[src/rtl/alu_issue_sequencer.sv]
// Sequences requests from two requesters onto the shared ALU.
// Define ALU_SEQ_FIXED_PRIO_EN to make requester 0 always win a tie.
module alu_issue_sequencer #(
  parameter int TIMEOUT_CYCLES = 15,
  parameter int CNT_W          = 8
) (
  input  logic        soc_clk,
  input  logic        reset,
  input  logic        req0_valid,
  output logic        req0_ready,
  input  logic [31:0] req0_dat1,
  input  logic [31:0] req0_dat2,
  input  logic [4:0]  req0_instr,
  input  logic        req1_valid,
  output logic        req1_ready,
  input  logic [31:0] req1_dat1,
  input  logic [31:0] req1_dat2,
  input  logic [4:0]  req1_instr,
  output logic        rsp0_valid,
  output logic        rsp1_valid,
  output logic [31:0] rsp_out,
  output logic        rsp_overflow,
  output logic        rsp_con_met,
  output logic        rsp_zero,
  output logic        rsp_err,
  output logic        alu_dat_ready,
  output logic [31:0] alu_dat1,
  output logic [31:0] alu_dat2,
  output logic [4:0]  alu_instr,
  input  logic [31:0] alu_out,
  input  logic        alu_overflow,
  input  logic        alu_con_met,
  input  logic        alu_zero,
  input  logic        alu_ready
);

  localparam logic [2:0] S_IDLE    = 3'd0;
  localparam logic [2:0] S_SETUP   = 3'd1;
  localparam logic [2:0] S_WAIT    = 3'd2;
  localparam logic [2:0] S_RESP    = 3'd3;
  localparam logic [2:0] S_RECOVER = 3'd4;

  localparam logic [CNT_W-1:0] TO_LAST = CNT_W'(TIMEOUT_CYCLES - 1);

  logic [2:0]       state_q, state_d;
  logic [CNT_W-1:0] cnt_q, cnt_d;
  logic             owner_q, owner_d;
  logic             gnt;
  logic             gnt_id;
  logic             tie_pick;
  logic [31:0]      g_dat1, g_dat2;
  logic [4:0]       g_instr;
  logic             g_illegal;

  logic        req0_ready_q, req1_ready_q;
  logic        rsp0_valid_q, rsp1_valid_q;
  logic [31:0] rsp_out_q;
  logic        rsp_ov_q, rsp_cm_q, rsp_zero_q, rsp_err_q;
  logic        dat_ready_q;
  logic [31:0] alu_dat1_q, alu_dat2_q;
  logic [4:0]  alu_instr_q;

`ifdef ALU_SEQ_FIXED_PRIO_EN
  assign tie_pick = 1'b0;
`else
  logic rr_last_q;

  // Remember the last granted requester for round-robin ties
  always_ff @(posedge soc_clk or posedge reset) begin
    if (reset) begin
      rr_last_q <= 1'b1;
    end else if (gnt) begin
      rr_last_q <= gnt_id;
    end
  end

  assign tie_pick = ~rr_last_q;
`endif

  // Pick which requester would be granted this cycle
  always_comb begin
    gnt_id = 1'b0;
    unique case (1'b1)
      req0_valid && req1_valid:  gnt_id = tie_pick;
      !req0_valid && req1_valid: gnt_id = 1'b1;
      default:                   gnt_id = 1'b0;
    endcase
  end

  assign g_dat1    = gnt_id ? req1_dat1 : req0_dat1;
  assign g_dat2    = gnt_id ? req1_dat2 : req0_dat2;
  assign g_instr   = gnt_id ? req1_instr : req0_instr;
  assign g_illegal = g_instr > 5'd15;

  // Next-state logic for the issue FSM and timeout counter
  always_comb begin
    state_d = state_q;
    cnt_d   = cnt_q;
    owner_d = owner_q;
    gnt     = 1'b0;
    unique case (state_q)
      S_IDLE: begin
        if (req0_valid || req1_valid) begin
          gnt     = 1'b1;
          owner_d = gnt_id;
          state_d = g_illegal ? S_RESP : S_SETUP;
        end
      end
      S_SETUP: begin
        state_d = S_WAIT;
        cnt_d   = '0;
      end
      S_WAIT: begin
        cnt_d = cnt_q + 1'b1;
        if (alu_ready || cnt_q == TO_LAST) begin
          state_d = S_RESP;
        end
      end
      S_RESP: state_d = S_RECOVER;
      S_RECOVER: begin
        if (!alu_ready) begin
          state_d = S_IDLE;
        end
      end
      default: state_d = S_IDLE;
    endcase
  end

  // State, owner and counter registers
  always_ff @(posedge soc_clk or posedge reset) begin
    if (reset) begin
      state_q <= S_IDLE;
      cnt_q   <= '0;
      owner_q <= 1'b0;
    end else begin
      state_q <= state_d;
      cnt_q   <= cnt_d;
      owner_q <= owner_d;
    end
  end

  // Registered handshake, ALU drive and response outputs
  always_ff @(posedge soc_clk or posedge reset) begin
    if (reset) begin
      req0_ready_q <= 1'b0;
      req1_ready_q <= 1'b0;
      rsp0_valid_q <= 1'b0;
      rsp1_valid_q <= 1'b0;
      rsp_out_q    <= '0;
      rsp_ov_q     <= 1'b0;
      rsp_cm_q     <= 1'b0;
      rsp_zero_q   <= 1'b0;
      rsp_err_q    <= 1'b0;
      dat_ready_q  <= 1'b0;
      alu_dat1_q   <= '0;
      alu_dat2_q   <= '0;
      alu_instr_q  <= '0;
    end else begin
      req0_ready_q <= gnt && !gnt_id;
      req1_ready_q <= gnt && gnt_id;
      if (gnt && !g_illegal) begin
        alu_dat1_q  <= g_dat1;
        alu_dat2_q  <= g_dat2;
        alu_instr_q <= g_instr;
      end
      dat_ready_q  <= state_d == S_WAIT;
      rsp0_valid_q <= state_d == S_RESP && !owner_d;
      rsp1_valid_q <= state_d == S_RESP && owner_d;
      if (state_d == S_RESP) begin
        if (state_q == S_WAIT && alu_ready) begin
          rsp_out_q  <= alu_out;
          rsp_ov_q   <= alu_overflow;
          rsp_cm_q   <= alu_con_met;
          rsp_zero_q <= alu_zero;
          rsp_err_q  <= 1'b0;
        end else begin
          rsp_out_q  <= '0;
          rsp_ov_q   <= 1'b0;
          rsp_cm_q   <= 1'b0;
          rsp_zero_q <= 1'b0;
          rsp_err_q  <= 1'b1;
        end
      end
    end
  end

  assign req0_ready    = req0_ready_q;
  assign req1_ready    = req1_ready_q;
  assign rsp0_valid    = rsp0_valid_q;
  assign rsp1_valid    = rsp1_valid_q;
  assign rsp_out       = rsp_out_q;
  assign rsp_overflow  = rsp_ov_q;
  assign rsp_con_met   = rsp_cm_q;
  assign rsp_zero      = rsp_zero_q;
  assign rsp_err       = rsp_err_q;
  assign alu_dat_ready = dat_ready_q;
  assign alu_dat1      = alu_dat1_q;
  assign alu_dat2      = alu_dat2_q;
  assign alu_instr     = alu_instr_q;

endmodule

[config.mk]
export PLATFORM = sky130hd
export DESIGN_NAME = alu_issue_sequencer
export DESIGN_NICKNAME = d
export VERILOG_FILES = /design/src/rtl/alu_issue_sequencer.sv
export SDC_FILE = /design/constraint.sdc
export NUM_CORES = 1
export LEC_CHECK = 0
export BUFFER_PORTS_ARGS = -buffer_cell sky130_fd_sc_hd__buf_2
export CAP_MARGIN = 5
export CORE_MARGIN = 8
export CORE_UTILIZATION = 50
export DETAILED_ROUTE_END_ITERATION = 6
export GPL_TIMING_DRIVEN = 0
export PLACE_DENSITY = 0.93
export SYNTH_ARGS = -nofsm -noshare
export SYNTH_HDL_FRONTEND = slang
export SYNTH_SLANG_ARGS = --single-unit
[constraint.sdc]
create_clock -name soc_clk -period 7.2 [get_ports soc_clk]
set_input_delay 1.44 -clock soc_clk [delete_from_list [all_inputs] [get_ports soc_clk]]
set_output_delay 1.44 -clock soc_clk [all_outputs]
set_load 0.005 [all_outputs]
---- Yosys cells after proc, flatten, opt, wreduce, memory -nomap -nowiden ----
Cells that the tools add are included.
storage, ports and cells
  memory bits (read-only) ................. 0
  bits in registers ....................... 123
  input port bits ......................... 178
  bits in writable memories ............... 0
  logic and storage cells ................. 62
  memories kept ........................... 0
  bits in latches ......................... 0
operators by class
  add/sub/neg operators ................... 1
  reduce and logical (&&, ||, !) cells .... 16
  $mul .................................... 0
  $lt $le $gt $ge ......................... 1
  equal/unequal tests ..................... 7
  shifts and indexed selects .............. 0
  multiplexer cells ....................... 19
  divide/modulo/power cells ............... 0
  bitwise logic cells ..................... 1
operator list
  cell                   number
  $mux W32               3
  $pmux W8 S2            1
  $pmux W3 S5            1
  $eq A3 B2 Y1 const B   4
  $mux W3                3
  $add A8 B1 Y8 const B  1
  $eq A8 B4 Y1 const B   1
  $logic_and A1 B1 Y1    8
  $mux W1                8
  $gt A5 B4 Y1 const B   1
  $mux W5                1
  $logic_not A1 Y1       4
  $eq A3 B1 Y1 const B   1
  $eq A3 B3 Y1 const B   1
  $logic_not A3 Y1       1
  $logic_or A1 B1 Y1     2
  $mux W2                1
  $pmux W1 S2            1
  $reduce_bool A2 Y1     1
  $not A1 Y1             1

---- Logic depth before layout (Yosys ltp) ----
  depth after elaboration ................. 10
  mapped depth ............................ 8
  depth with buffers taken out ............ 6

---- Worst setup path after synthesis ----
Ideal clock, no wire load.
  path type ............................... input to register
  from .................................... input req1_valid
  to ...................................... register alu_dat2_q[0] (netlist: alu_dat2[0])
  stages on the path ...................... 7
  data required time ...................... 7.075 ns
  path slack .............................. 4.322 ns
  arrival time ............................ 2.753 ns
  library setup time ...................... 0.125 ns
  cells stage by stage .................... a21boi_1 -> buf_2 -> mux2i_1 -> nand3_1 -> buf_2 -> buf_6 -> mux2_4
on the way
  longest elaborated chain between the ends .. 6
  elaborated cells between the ends (all ways) .. 11
  classes of those cells .................. 1 x order compare; 5 x mux; 5 x reduce/logical
RTL lines
  item                                           line    text
  start: declaration                             14      input logic req1_valid,
  $logic_and A1 B1 Y1, on equally long branches  85, 84
  $pmux W1 S2                                    83      unique case (1'b1)
  $mux W5                                        92      assign g_instr = gnt_id ? req1_instr : req0_instr;
  $gt A5 B4 Y1                                   93      assign g_illegal = g_instr > 5'd15;
  $logic_not A1 Y1                               161     if (gnt && !g_illegal) begin
  $logic_and A1 B1 Y1                            161
  end signal: assignment                         163     alu_dat2_q <= g_dat2;
  end: declaration                               60      logic [31:0] alu_dat1_q, alu_dat2_q;
Parallel ways exist; a longest one is shown, timed or not.
A chain may end at the register's enable or synchronous reset.

---- Worst setup path after layout ----
Ends and elaborated chain as after synthesis.

==> metrics.md <==
| Metric | Value |
|---|---|
| R2r startpoint | `rr_last_q$_DFFE_PP1P_` |
| Worst R2R Path Depth | `7` |
| Relative slew slack | `between 60% and 70%` |
| Yosys top cell area share | `approximately 53%` |
| Nets@finish | `918` |
| CTS resizes | `0` |
| # diodes | `0` |
| Clk sinks | `around 120` |
| Crit path launch type | `primary input` |
| Cell repeated most along the worst path | `buf_2` |
| P_leak | `just under 4 nW` |
| Final min period | `3.15 ns` |
| # DRC | `0` |
| GR Util met1 | `about a quarter` |
| Peak supply drop | `around 0.32 mV` |
| Reg2reg end | `alu_dat2[0]$_DFFE_PP0P_` |
| Met2 usage | `between 40% and 50%` |
| Pwr/cell area | `approximately 450 nW/µm²` |
| Actual slew at the worst max-slew pin | `roughly 0.57 ns` |
| H-tree depth | `4` |
| Mapped Area | `between 5000 and 6000 µm²` |
| Ports | `~290` |
| FFs w/ async S/R, synth | `100%` |
| Power, Total | `~0.0036 W` |
| Synthesis warning total | `0` |
| Vias | `between 4000 and 5000` |
| RSZ-0062 raised after global routing | `no` |
| Via density | `5.46` |
| Tcrit/Tclk final | `a little over two fifths` |
| Vias in the first global route | `roughly 5500` |
| Largest net degree at the start of global routing | `slightly below 70` |
| Fmax | `approximately 320 MHz` |
| CTS root buf | `clkbuf_16` |
| Fillers | `~800` |
| Met3 usage in global routing | `approximately 9.3%` |
| Crit-path max cell delay | `between 0.3 and 0.4 ns` |
| Reported max-cap violation count | `0` |
| Crit-path cells | `buf_2 -> a21boi_1 -> buf_2 -> mux2i_1 -> nand3_1 -> buf_2 -> buf_6 -> mux2_4` |
| Syn Nets | `about 600` |
| Hold Crit Depth | `1` |
| CP top delay family | `buffers and inverters` |
| Initial antenna violation count | `0` |
| Die width | `roughly 120 µm` |
| Outcome | `finished clean` |
| Top cells by area, synth | `dfrtp_1 53%, mux2_2 25%, a221o_1 6.0%` |
| Std cell rows | `39` |
| CTS tree | `yes` |
| First-pass GRT wire length | `between 20 and 30 mm` |
| Tot GR Track Use | `around 23%` |
| Critical path class | `primary input to flip-flop` |
| Worst path arrival time | `between 3 and 4 ns` |
| Final setup skew | `about 0.0084 ns` |
| Final hold violation count | `0` |
| Final setup viols | `0` |
| Number of synthesized register bits | `123` |
| WL per Instance | `20.1 µm` |
| Drt total wl | `17.9 mm` |
| Share of cells above drive strength 1 | `~64%` |
| Seq/Total Area, Yosys | `between 50 and 60%` |
| Unique cell type count in the Yosys netlist | `40` |
| Cts hold-fix bufs | `0` |
| Required time worst endpoint | `about 7.5 ns` |
| CTS Buf Count | `17` |
| Gate Count Post-Synth | `between 400 and 500` |
| Synth-to-layout area growth | `38.2%` |
| Main flop type after synthesis | `dfrtp_1` |
| Pre-antenna DRT Iters | `4` |
| CP max stage cell | `nand3_1` |
| Gpl congestion | `approximately 0.85` |
| DP HPWL | `14.1 mm` |
| Post-CTS setup buffer count | `0` |
| Area of the core | `approximately 11000 µm²` |
| Mapped Avg Cell Area | `13.5 µm²` |
| Worst-Skew Late Latency | `between 0.4 and 0.5 ns` |
| CP Capture Type | `flip-flop` |
| Clk slew on worst S/H paths | `around 0.050 ns` |
| Die Y | `approximately 120 µm` |
| Die area | `~15000 µm²` |
| Min-Delay Path Class | `flip-flop to flip-flop` |
| Port buffer count | `between 200 and 300` |
| Hold path endpoint | `alu_dat2[25]$_DFFE_PP0P_` |
| Routed Antenna Nets | `0` |
| Iteration-0 DRC Markers | `approximately 250` |
| Hold Path Origin | `alu_dat2[25]$_DFFE_PP0P_` |
| Fin. max-slew vios | `0` |
| Starting Density | `between 50% and 60%` |
| FF-to-FF setup slack | `~4.8 ns` |
| Worst-path fanout max | `10` |
| Setup TNS | `0 ns` |
| CP Buf/Inv Count | `4` |
| Number of synthesized flops with an enable pin | `0` |
| CTS max path bufs | `2` |
| Grt total ovfl | `0` |
| Synth area leader | `dfrtp_1` |
| GRT Max-Usage Layer | `met2` |
## Yosys cell counts (3+ instances only)
cell / n
buf_2: 11
mux2_4: 9
nor2_1: 5
clkbuf_1: 17
inv_1: 5
nand2_1: 10
dfrtp_1: 122
o21ai_0: 9
and3_1: 36
and2_1: 3
mux2_2: 127
a221o_1: 35
xor2_1: 3
nand3_1: 4
## through the flow
step / instance area (µm²) / utilization [%] / hold slack (ns) / instances / setup WS [ns]
6_report: 8030 / 70.7 / 0.499 / 894 / 4.05
5_1_grt: 8030 / 70.7 / 0.502 / 894 / 3.86
4_1_cts: 8030 / 70.7 / 0.500 / 894 / 4.05
3_5_place_dp: 7460 / 65.6 / 0.488 / 862 / 3.63
3_3_place_gp: 7430 / 65.3 / 0.469 / 861 / 1.41
2_1_floorplan: 5810 / - / 0.459 / 431 / 2.49
## state kept, by name, indices dropped and copies added (netlist names), 3 cells and up
signal     flops
alu_dat1      32
alu_dat2      32
alu_instr      5
cnt_q          8
rsp_out       32
state_q        3
## report_power, final
part	switching, W	internal (W)
combinational	0.000702	0.000836
clock	0.000316	0.000496
sequential	0.000200	0.00104
total	0.00122	0.00237
## how the worst max path moves through the flow
stage | depth (start not counted) | endpoint | from
3_5_place_dp | 8 | alu_dat2[0]$_DFFE_PP0P_ | req1_valid
4_1_cts | 8 | alu_dat2[0]$_DFFE_PP0P_ | req1_valid
3_3_place_gp | 2 | alu_dat1[3]$_DFFE_PP0P_ | reset
5_1_grt | 8 | alu_dat2[0]$_DFFE_PP0P_ | req1_valid
2_1_floorplan | 1 | alu_dat1[0]$_DFFE_PP0P_ | reset
6_report | 8 | alu_dat2[0]$_DFFE_PP0P_ | req1_valid
## layout make-up
class                   instances  area [µm²]  area share (%)
plain buffers                  33         160            1.99
clock buffers                  20         457            5.68
clock inverters                12         115            1.43
inverters                       5        23.8           0.296
multi-input cells             270        2560            31.8
flip-flops and latches        123        3080            38.3
well taps                     143         179            2.23
repair buffers                288        1460            18.2
## layout by cell type (no fill, tap or decap), types with 4 or more instances in the layout
cell	count
buf_2	298
mux2_2	127
dfrtp_1	122
and3_1	36
a221o_1	35
clkbuf_1	18
clkbuf_16	17
nand2_1	10
o21ai_0	9
mux2_4	9
nor2_1	5
nand3_1	4
inv_1	4
inv_6	4
## layer usage
metal  routed length, µm  share of wire (%)
met5                   0                  0
met1                6270                 35
met2                9410                 52
met3                1960                 11
met4                 289                1.6
## kinds of logic after synthesis
logic type / count (synthesis) / share of synthesized area, %
AOI/OAI and AO/OA: 56 / 8.44
and+or+nand+nor: 71 / 7.38
buffers and inverters: 38 / 3.08
xor gates and xnor gates: 3 / 0.452
muxes: 138 / 27.3
adders and majority gates: 2 / 0.430
DFF: 123 / 53.0
(Power assumes the default switching activity.)
